## src/rtl/alu_issue_sequencer.sv

```systemverilog
// Request FIFO with occupancy count; head is presented combinationally on pop_dat.
// Latency: one edge from push to visibility at the head.
// Backpressure: push_rdy low when full or in reset; no bypass around a full FIFO.
module alu_issue_fifo #(
    parameter int DEPTH = 4,
    parameter int WIDTH = 8
) (
    input  logic                   clk,
    input  logic                   rst,
    input  logic                   push_vld,
    output logic                   push_rdy,
    input  logic [WIDTH-1:0]       push_dat,
    output logic                   pop_vld,
    input  logic                   pop_rdy,
    output logic [WIDTH-1:0]       pop_dat,
    output logic [$clog2(DEPTH):0] count
);
    localparam int AW = $clog2(DEPTH);
    localparam logic [AW:0] FULL = (AW+1)'(DEPTH);

    logic [WIDTH-1:0] mem [DEPTH];
    logic [AW-1:0]    wr_ptr;
    logic [AW-1:0]    rd_ptr;
    logic             do_push;
    logic             do_pop;

    assign push_rdy = !rst && (count != FULL);
    assign pop_vld  = (count != '0);
    assign do_push  = push_vld && push_rdy;
    assign do_pop   = pop_vld && pop_rdy;
    assign pop_dat  = mem[rd_ptr];

    always_ff @(posedge clk) begin
        if (do_push) begin
            mem[wr_ptr] <= push_dat;
        end
    end

    // Power-of-two depth lets the pointers wrap by natural overflow.
    always_ff @(posedge clk or posedge rst) begin
        if (rst) begin
            wr_ptr <= '0;
            rd_ptr <= '0;
            count  <= '0;
        end else begin
            if (do_push) wr_ptr <= wr_ptr + 1'b1;
            if (do_pop)  rd_ptr <= rd_ptr + 1'b1;
            if (do_push && !do_pop)      count <= count + 1'b1;
            else if (!do_push && do_pop) count <= count - 1'b1;
        end
    end
endmodule

// Issues queued requests to the combinational ALU, waits an opcode-dependent settle time, captures result.
// Latency: operands latched one edge after accept; result valid W edges later (1 for DIV by zero).
// Backpressure: result held until res_ready; the next request pops on the same handshake edge.
module alu_issue_sequencer #(
    parameter int FIFO_DEPTH  = 4,
    parameter int BASE_WAIT   = 1,
    parameter int MULDIV_WAIT = 3
) (
    input  logic                        clk,
    input  logic                        rst,
    input  logic                        in_valid,
    output logic                        in_ready,
    input  logic [31:0]                 in_a,
    input  logic [31:0]                 in_b,
    input  logic [2:0]                  in_opcode,
    input  logic [5:0]                  in_shift,
    output logic [31:0]                 alu_a,
    output logic [31:0]                 alu_b,
    output logic [2:0]                  alu_opcode,
    output logic [5:0]                  alu_shift,
    input  logic [63:0]                 alu_out,
    input  logic                        alu_carry,
    output logic                        res_valid,
    input  logic                        res_ready,
    output logic [63:0]                 res_out,
    output logic                        res_carry,
    output logic [2:0]                  res_opcode,
    output logic                        res_dbz,
    output logic                        busy,
    output logic [$clog2(FIFO_DEPTH):0] fifo_count
);
    localparam int MAX_WAIT = (BASE_WAIT > MULDIV_WAIT) ? BASE_WAIT : MULDIV_WAIT;
    localparam int CW       = $clog2(MAX_WAIT + 1);

    typedef struct packed {
        logic [31:0] a;
        logic [31:0] b;
        logic [2:0]  opcode;
        logic [5:0]  shift;
    } req_t;

    typedef enum logic [1:0] {S_IDLE, S_WAIT, S_HOLD} state_t;

    state_t          state;
    state_t          state_nxt;
    req_t            in_req;
    req_t            head;
    logic            head_vld;
    logic            pop;
    logic            capture;
    logic            res_done;
    logic            dbz_now;
    logic [CW-1:0]   wait_cnt;
    logic [CW-1:0]   wait_load;

    assign in_req = {in_a, in_b, in_opcode, in_shift};

    alu_issue_fifo #(
        .DEPTH (FIFO_DEPTH),
        .WIDTH ($bits(req_t))
    ) u_req_fifo (
        .clk      (clk),
        .rst      (rst),
        .push_vld (in_valid),
        .push_rdy (in_ready),
        .push_dat (in_req),
        .pop_vld  (head_vld),
        .pop_rdy  (pop),
        .pop_dat  (head),
        .count    (fifo_count)
    );

    // MUL and DIV are the deep combinational paths and get the longer settle time.
    assign wait_load = (head.opcode == 3'd2 || head.opcode == 3'd3) ?
                       CW'(MULDIV_WAIT) : CW'(BASE_WAIT);
    assign dbz_now   = (alu_opcode == 3'd3) && (alu_b == '0);

    always_ff @(posedge clk or posedge rst) begin
        if (rst) state <= S_IDLE;
        else     state <= state_nxt;
    end

    always_comb begin
        state_nxt = state;
        case (state)
            S_IDLE:  if (head_vld) state_nxt = S_WAIT;
            S_WAIT:  if (capture)  state_nxt = S_HOLD;
            S_HOLD:  if (res_ready) state_nxt = head_vld ? S_WAIT : S_IDLE;
            default: state_nxt = S_IDLE;
        endcase
    end

    always_comb begin
        busy     = (state != S_IDLE);
        pop      = 1'b0;
        capture  = 1'b0;
        res_done = 1'b0;
        case (state)
            S_IDLE: pop = head_vld;
            S_WAIT: capture = dbz_now || (wait_cnt == CW'(1));
            S_HOLD: begin
                res_done = res_ready;
                pop      = res_ready && head_vld;
            end
            default: ;
        endcase
    end

    always_ff @(posedge clk or posedge rst) begin
        if (rst) begin
            alu_a      <= '0;
            alu_b      <= '0;
            alu_opcode <= '0;
            alu_shift  <= '0;
            wait_cnt   <= '0;
            res_valid  <= 1'b0;
            res_out    <= '0;
            res_carry  <= 1'b0;
            res_opcode <= '0;
            res_dbz    <= 1'b0;
        end else begin
            if (pop) begin
                alu_a      <= head.a;
                alu_b      <= head.b;
                alu_opcode <= head.opcode;
                alu_shift  <= head.shift;
                wait_cnt   <= wait_load;
            end else if (capture) begin
                wait_cnt <= '0;
            end else if (state == S_WAIT) begin
                wait_cnt <= wait_cnt - 1'b1;
            end

            if (capture) begin
                res_valid  <= 1'b1;
                res_opcode <= alu_opcode;
                // Divide by zero never trusts the ALU output.
                if (dbz_now) begin
                    res_out   <= {32'hFFFF_FFFF, alu_a};
                    res_carry <= 1'b0;
                    res_dbz   <= 1'b1;
                end else begin
                    res_out   <= alu_out;
                    res_carry <= alu_carry;
                    res_dbz   <= 1'b0;
                end
            end else if (res_done) begin
                res_valid <= 1'b0;
            end
        end
    end
endmodule

```

## config.mk

```make
export PLATFORM = sky130hd
export DESIGN_NAME = alu_issue_sequencer
export DESIGN_NICKNAME = d
export VERILOG_FILES = /design/src/rtl/alu_issue_sequencer.sv
export SDC_FILE = /design/constraint.sdc
export NUM_CORES = 1
export LEC_CHECK = 0
export BUFFER_PORTS_ARGS = -buffer_cell sky130_fd_sc_hd__buf_2
export CORE_MARGIN = 1
export CORE_UTILIZATION = 50
export CTS_BUF_LIST = sky130_fd_sc_hd__clkbuf_16
export DETAILED_ROUTE_END_ITERATION = 10
export HOLD_SLACK_MARGIN = 0.15
export PLACE_DENSITY = 0.72
export SYNTH_ARGS = -nofsm -noshare
export SYNTH_HDL_FRONTEND = slang
export SYNTH_SLANG_ARGS = --single-unit
```

## constraint.sdc

```tcl
create_clock -name clk -period 5.38 [get_ports clk]
set_clock_uncertainty 0.05 [all_clocks]
set_input_delay 0.269 -clock clk [delete_from_list [all_inputs] [get_ports clk]]
set_output_delay 0.269 -clock clk [all_outputs]
set_load 0.005 [all_outputs]
```

# ---- After elaboration in Yosys (flattened, before gate mapping)
# Memories as Yosys holds them, arrays and structs flattened.
# Cells that the tools add are included.
dict set report op_classes {
  mux 21
  n_reduce_logical 20
  eq_ne 10
  n_addsub 5
}
# op n
set ops {}
lappend ops {{64-bit two-way mux} 1}
lappend ops {{32-bit logical NOT} 1}
lappend ops {{2-bit two-way mux} 7}
lappend ops {{3-bit by 2-bit == test with 1-bit output, second input constant} 3}
lappend ops {{1-bit two-way mux} 9}
lappend ops {{1-bit logical AND} 7}
lappend ops {{3-bit two-way mux} 2}
lappend ops {{2-bit != test, second input constant} 3}
lappend ops {{2-bit one-hot mux with 3 select lines} 1}
lappend ops {{2-bit nonzero test} 3}
lappend ops {{3-bit nonzero test} 2}
lappend ops {{2-bit by 1-bit adder with 2-bit output, second input constant} 2}
lappend ops {{2-bit by 1-bit == test with 1-bit output, second input constant} 2}
lappend ops {{3-bit by 1-bit adder with 3-bit output, second input constant} 1}
lappend ops {{1-bit logical NOT} 3}
lappend ops {{3-bit != test, second input constant} 1}
lappend ops {{3-bit AND reduction} 1}
lappend ops {{3-bit by 1-bit subtractor with 3-bit output, second input constant} 1}
lappend ops {{2-bit == test, second input constant} 1}
lappend ops {{2-bit logical NOT} 1}
lappend ops {{1-bit logical OR} 2}
lappend ops {{1-bit one-hot mux with 2 select lines} 1}
lappend ops {{2-bit by 1-bit subtractor with 2-bit output, second input constant} 1}
dict set report totals {
  ram_bits 292
  memories 1
  input_bits 142
  wordCells 71
  ff_bits 154
}
# memory depth word_bits read_ports rd_ports_with_merged_regs write_ports line_no
set memory_table {}
lappend memory_table {u_req_fifo.mem 4 73 1 0 1 21} ;# logic [WIDTH-1:0] mem [DEPTH];

# ---- Logic depth before layout (Yosys ltp)
dict set report depth {
  word_depth 7
  depth_mapped 10
}

# ---- Cells and area by module
# Synthesis repeated with hierarchy kept, for this count alone.
dict set report hier_totals {
  hier_cells 961
  hier_area_um2 17573.1
}
# mod instances seq_area_each_um2 cells_each area_per_inst_um2
set by_module_without_submodules {}
lappend by_module_without_submodules {alu_issue_fifo 1 8943.6 418 10949.3}
lappend by_module_without_submodules {alu_issue_sequencer 1 3678.5 543 6623.9}

# ---- Least setup slack after synthesis
# Ideal clock, no wire load.
dict set report synth_timing {
  path_type {register to register}
  start {register u_req_fifo.count[0]}
  end {memory u_req_fifo.mem[0][0] (netlist name) (enable)}
  synth_period_minus_slack_ns 3.092
  stages_incl_launch_ff 4
  path_slack_ns 2.288
  setup_ns 0.440
  n_path_buf 0
  arrival_time_ns 2.602
  cell_sequence {dfrtp_1 -> nor2_1 -> a21oi_1 -> and3_1}
}
dict set report synth_between {
  elab_chain_cells 5
}
# item line_no
set synth_lines {}
lappend synth_lines {{from (decl)} 16} ;# output logic [$clog2(DEPTH):0] count
lappend synth_lines {{from (signal assigned)} 48} ;# if (do_push && !do_pop) count <= count + 1'b1;
lappend synth_lines {{from (signal assigned)} 49} ;# else if (!do_push && do_pop) count <= count - 1'b1;
lappend synth_lines {{3-bit != test} 27} ;# assign push_rdy = !rst && (count != FULL);
lappend synth_lines {{1-bit logical AND} 27}
lappend synth_lines {{via in_ready} 65} ;# output logic in_ready,
lappend synth_lines {{1-bit logical AND} 29} ;# assign do_push = push_vld && push_rdy;
lappend synth_lines {{1-bit two-way mux} 34} ;# if (do_push) begin
lappend synth_lines {{1-bit two-way mux (not written as such)} 35} ;# mem[wr_ptr] <= push_dat;
lappend synth_lines {{to (decl)} 21}
# The timed path passes the listed nets, and every way through them passes these cells.

# ---- Worst setup path in the final report
dict set report layout_timing {
  start {register alu_b[9]}
  end {register res_out[7]}
}
dict set report layout_between {
  elab_chain_cells 4
}
# item line_no
set layout_lines {}
lappend layout_lines {{from (decl)} 71} ;# output logic [31:0] alu_b,
lappend layout_lines {{from (signal assigned)} 177} ;# alu_b <= head.b;
lappend layout_lines {{32-bit logical NOT *} 129} ;# assign dbz_now = (alu_opcode == 3'd3) && (alu_b == '0);
lappend layout_lines {{1-bit logical AND *} 129}
lappend layout_lines {{1-bit logical OR} 153} ;# S_WAIT: capture = dbz_now || (wait_cnt == CW'(1));
lappend layout_lines {{1-bit two-way mux} 151} ;# case (state)
lappend layout_lines {{to (signal assigned)} 192} ;# res_out <= {32'hFFFF_FFFF, alu_a};
lappend layout_lines {{to (signal assigned)} 196} ;# res_out <= alu_out;
lappend layout_lines {{to (decl)} 78} ;# output logic [63:0] res_out,
# Every way passes the cells marked *; elsewhere a longest branch is shown, timed or not.
# A chain may end at the register's enable or synchronous reset.

==> results.rst <==
.. list-table::
   :header-rows: 1

   * - Metric
     - Value
   * - Static leakage
     - 9.129 nW
   * - Register-to-Register Setup Slack
     - 2.32 ns
   * - Clock slew seen by the registers of the worst setup and hold paths
     - 0.06 ns
   * - Max stage delay on crit path
     - 0.74 ns
   * - Minimum period implied by the final worst setup slack
     - between 3 and 4 ns
   * - Number of placement rows
     - 68
   * - Vertical die dimension
     - around 190 um
   * - Top cell types by occurrence after synthesis
     - edfxtp_1 (292), nand2_1 (237), dfrtp_1 (154), mux4_2 (73), clkbuf_1 (42)
   * - Sequential cell area fraction in the yosys report
     - 72.10%
   * - Normalized max-slew margin
     - 21.24%
   * - Largest area contributor in the synthesized netlist
     - edfxtp_1
   * - Clock root buffer
     - clkbuf_16
   * - Cells traversed along the worst timing path
     - nor4_1 -> and2_1 -> buf_4 -> nand3_2 -> a221o_1
   * - Worst slack after detailed placement
     - 2.466 ns
   * - Required @ worst endpoint
     - 5.75 ns
   * - Sequential cell area in the final layout
     - 12630 um2
   * - Fraction of post-synthesis cell area in the top cell type by area
     - 50.09%
   * - CTS tree
     - done
   * - Worst setup slack after layout
     - 2.318 ns
   * - Post-route total power
     - 12.06 mW
   * - Layout area overhead
     - 27.62%
   * - Net count of the mapped netlist
     - roughly 1200
   * - Area enclosed by the die boundary
     - 35760 um2
   * - Outcome
     - finished clean
   * - Total routing usage reported by global routing
     - 24.42%
   * - Initial antenna violation count
     - 1
   * - I/O pin cnt
     - 290
   * - Path type of the worst min-delay path
     - in -> async
   * - Largest fanout of any net on the critical path
     - 35
   * - Final cell utilization of the core
     - 64.84%
   * - Largest cells by area after synthesis
     - edfxtp_1 (50%), dfrtp_1 (22%), mux4_2 (9.4%)
   * - Remaining antenna violation count
     - 0
   * - Core Area
     - roughly 34000 um2
   * - Clock buffer depth
     - 3
   * - Data arrival time of the critical path
     - about 3.4 ns
   * - Predominant post-synthesis flop cell
     - edfxtp_1
   * - ANT cells
     - 0
   * - Crit share post-route
     - 56.91%
   * - Initial cell density of the core
     - 50.80%
   * - Type of destination of the critical path
     - register
   * - Share of async-settable or async-resettable flops after synthesis
     - between 30 and 40%
   * - Fraction of final layout cells with drive strength greater than 1
     - ~30%
   * - Cell with the largest stage delay on the worst path
     - nand3_2
   * - Layout net count
     - 1671
   * - Final weighted congestion in routability-driven placement
     - 0.8399
   * - Post-detailed-placement half-perimeter wirelength
     - roughly 25000 um
   * - Combined area of the multi-input logic cells
     - 4451 um2
   * - Most used standard cell by instance count after synthesis
     - edfxtp_1
   * - Post-synth EDFFs
     - 292
   * - Remaining Overflow, GRT
     - 0
   * - Maximum number of pins on one net before global-route repair
     - 71
   * - DRC violation total after the first TritonRoute iteration
     - roughly 750
   * - CTS H-tree depth
     - 2
   * - Setup TNS
     - 0 ns
   * - Worst setup path class
     - reg -> reg
   * - Hold Violations, Final
     - 0
   * - Via count of the first global-routing pass
     - 11423
   * - Overall routed net length
     - roughly 43000 um
   * - Number of iterations in the first detailed-routing pass
     - 6
   * - Max Clock Freq
     - 326.6 MHz
   * - Clk_lat worst skew
     - 0.55 ns
   * - Wire length of the first global-routing pass
     - roughly 66000 um
   * - Post-Synthesis Cells
     - 1098
   * - Routed wirelength normalized by instance count
     - 21.42 um
   * - Synth Warn #
     - 0
   * - Syn_area_per_cell
     - 15.94 um2
   * - DIE WIDTH
     - 189.1 um
   * - Buffers inserted during post-CTS setup optimization
     - 0
   * - Number of buffers inserted during clock tree synthesis
     - 46
   * - VDD IR max
     - 0.0003786 V
   * - Maximum capacitance violations
     - 0
   * - Overall via count from detail_route
     - 11121
   * - Clock sink count
     - 446
   * - Unrepaired setup endpoints after global routing
     - no
   * - Count of buffers from port buffering
     - around 290
   * - Element type at the critical path start
     - register
   * - Pwr/cell area
     - between 500 and 600 nW/um2
   * - Fill cell instance count of the final layout
     - between 2000 and 2500
   * - Final count of negative-setup-slack endpoints
     - 0
   * - Distinct cells, synth
     - 43
   * - Synth Cell Area
     - 17510 um2
   * - Actual transition at the worst max-transition pin
     - 1.181 ns
   * - Number of synthesized register bits
     - 446
   * - Final Slew Violations
     - 0
   * - DRC
     - 0
   * - DR vias/cell
     - 5.522
## per-stage QoR
| step | hold slack (ns) | std cells | cell area, um2 |
|---|---|---|---|
| finish | 0.2495 | 2014 | 22340 |
| global route | 0.3044 | 2014 | 22340 |
| CTS | 0.2552 | 2014 | 22340 |
| detailed placement | 0.2982 | 1788 | 19390 |
| global placement | 0.2969 | 1788 | 19390 |
| floorplan | 0.3179 | 1098 | 17510 |
## worst max-delay path, delay by kind of cell, from the launching register on
kind,cells,cell delay [ns]
AO/OA/AOI/OAI,1,0.59
buffers and inverters,1,0.38
flip-flops,1,0.39
AND/OR/NAND/NOR,3,1.43
## state kept, by name, indices dropped and copies added (netlist names)
name               flops
u_req_fifo.wr_ptr      2
res_carry              1
res_dbz                1
alu_a                 32
alu_opcode             3
u_req_fifo.count       3
res_opcode             3
alu_shift              6
u_req_fifo.mem       292
res_valid              1
alu_b                 32
res_out               64
wait_cnt               2
u_req_fifo.rd_ptr      2
state                  2
## metal layers
metal	part of all wire (%)	track usage (%)	wire length, um
met2	50	41.57	21740
met3	6.0	4.078	2575
met5	0.030	0	13
met4	2.4	7.568	1015
met1	41	32.31	17800
## placed cells by master (no fill, tap or decap), drive strengths merged
cell type	netlist	routed
a211oi	1	1
a21oi	2	2
a221o	32	32
a22o	1	1
a31o	1	1
a31oi	33	33
and2	3	3
and3	37	37
and4	2	2
buf	30	307
bufinv	0	8
clkbuf	42	46
clkinv	0	19
dfrtp	154	154
dlygate4sd3	0	141
edfxtp	292	292
fa	1	1
ha	6	6
inv	40	52
mux2	11	11
mux2i	34	34
mux4	73	73
nand2	237	237
nand2b	2	2
nand3	2	2
nand4	1	1
nor2	3	3
nor2b	2	2
nor3	3	3
nor4	38	38
nor4b	2	2
o21ai	2	2
o31ai	3	3
o41ai	1	1
or2	1	1
xnor2	4	4
xor2	2	2
## final cells by class
class / instances / area share, %
Multi-Input combinational cell: 540 / 19.92
Sequential cell: 446 / 56.53
Clock buffer: 46 / 5.152
Tap cell: 455 / 2.548
Timing Repair Buffer: 448 / 13.40
Inverter: 40 / 0.6944
Clock inverter: 39 / 1.759
## logic make-up (layout without fill, tap and decap cells)
kind of cell | count (synthesis) | in the layout | synth area share [%]
flops | 446 | 446 | 72.10
fa+ha+maj | 7 | 7 | 0.5432
xor+xnor | 6 | 6 | 0.3002
simple gates | 333 | 333 | 8.734
buf+inv | 112 | 573 | 2.745
mux | 118 | 118 | 12.04
compound gates | 76 | 76 | 3.531
## power breakdown
| part | internal (mW) | switching, mW | leakage, nW |
|---|---|---|---|
| registers | 4.53 | 0.625 | 4.51 |
| logic | 1.70 | 1.97 | 3.83 |
| clock network | 1.94 | 1.30 | 0.796 |
| total | 8.17 | 3.89 | 9.13 |
## what timing repair did
item | CTS | global route
hold endpoints to repair | 409 | 0
setup endpoints to repair | 0 | 0
resized for setup | 0 | 0
hold buffers | 141 | 0
## path summary, 6_finish.rpt
kind	startpoint	to	cells after the start
worst min register to register	res_opcode[1]	res_opcode[1]	1
min in group clk	in_b[6]	u_req_fifo.mem[1][15]	2
worst max register to register	alu_b[9]	res_out[7]	5
worst max-delay path	alu_b[9]	res_out[7]	5
max in group asynchronous	rst	u_req_fifo.rd_ptr[0]	4
worst min-delay path	rst	res_out[19]	3
(Power assumes the default switching activity.)
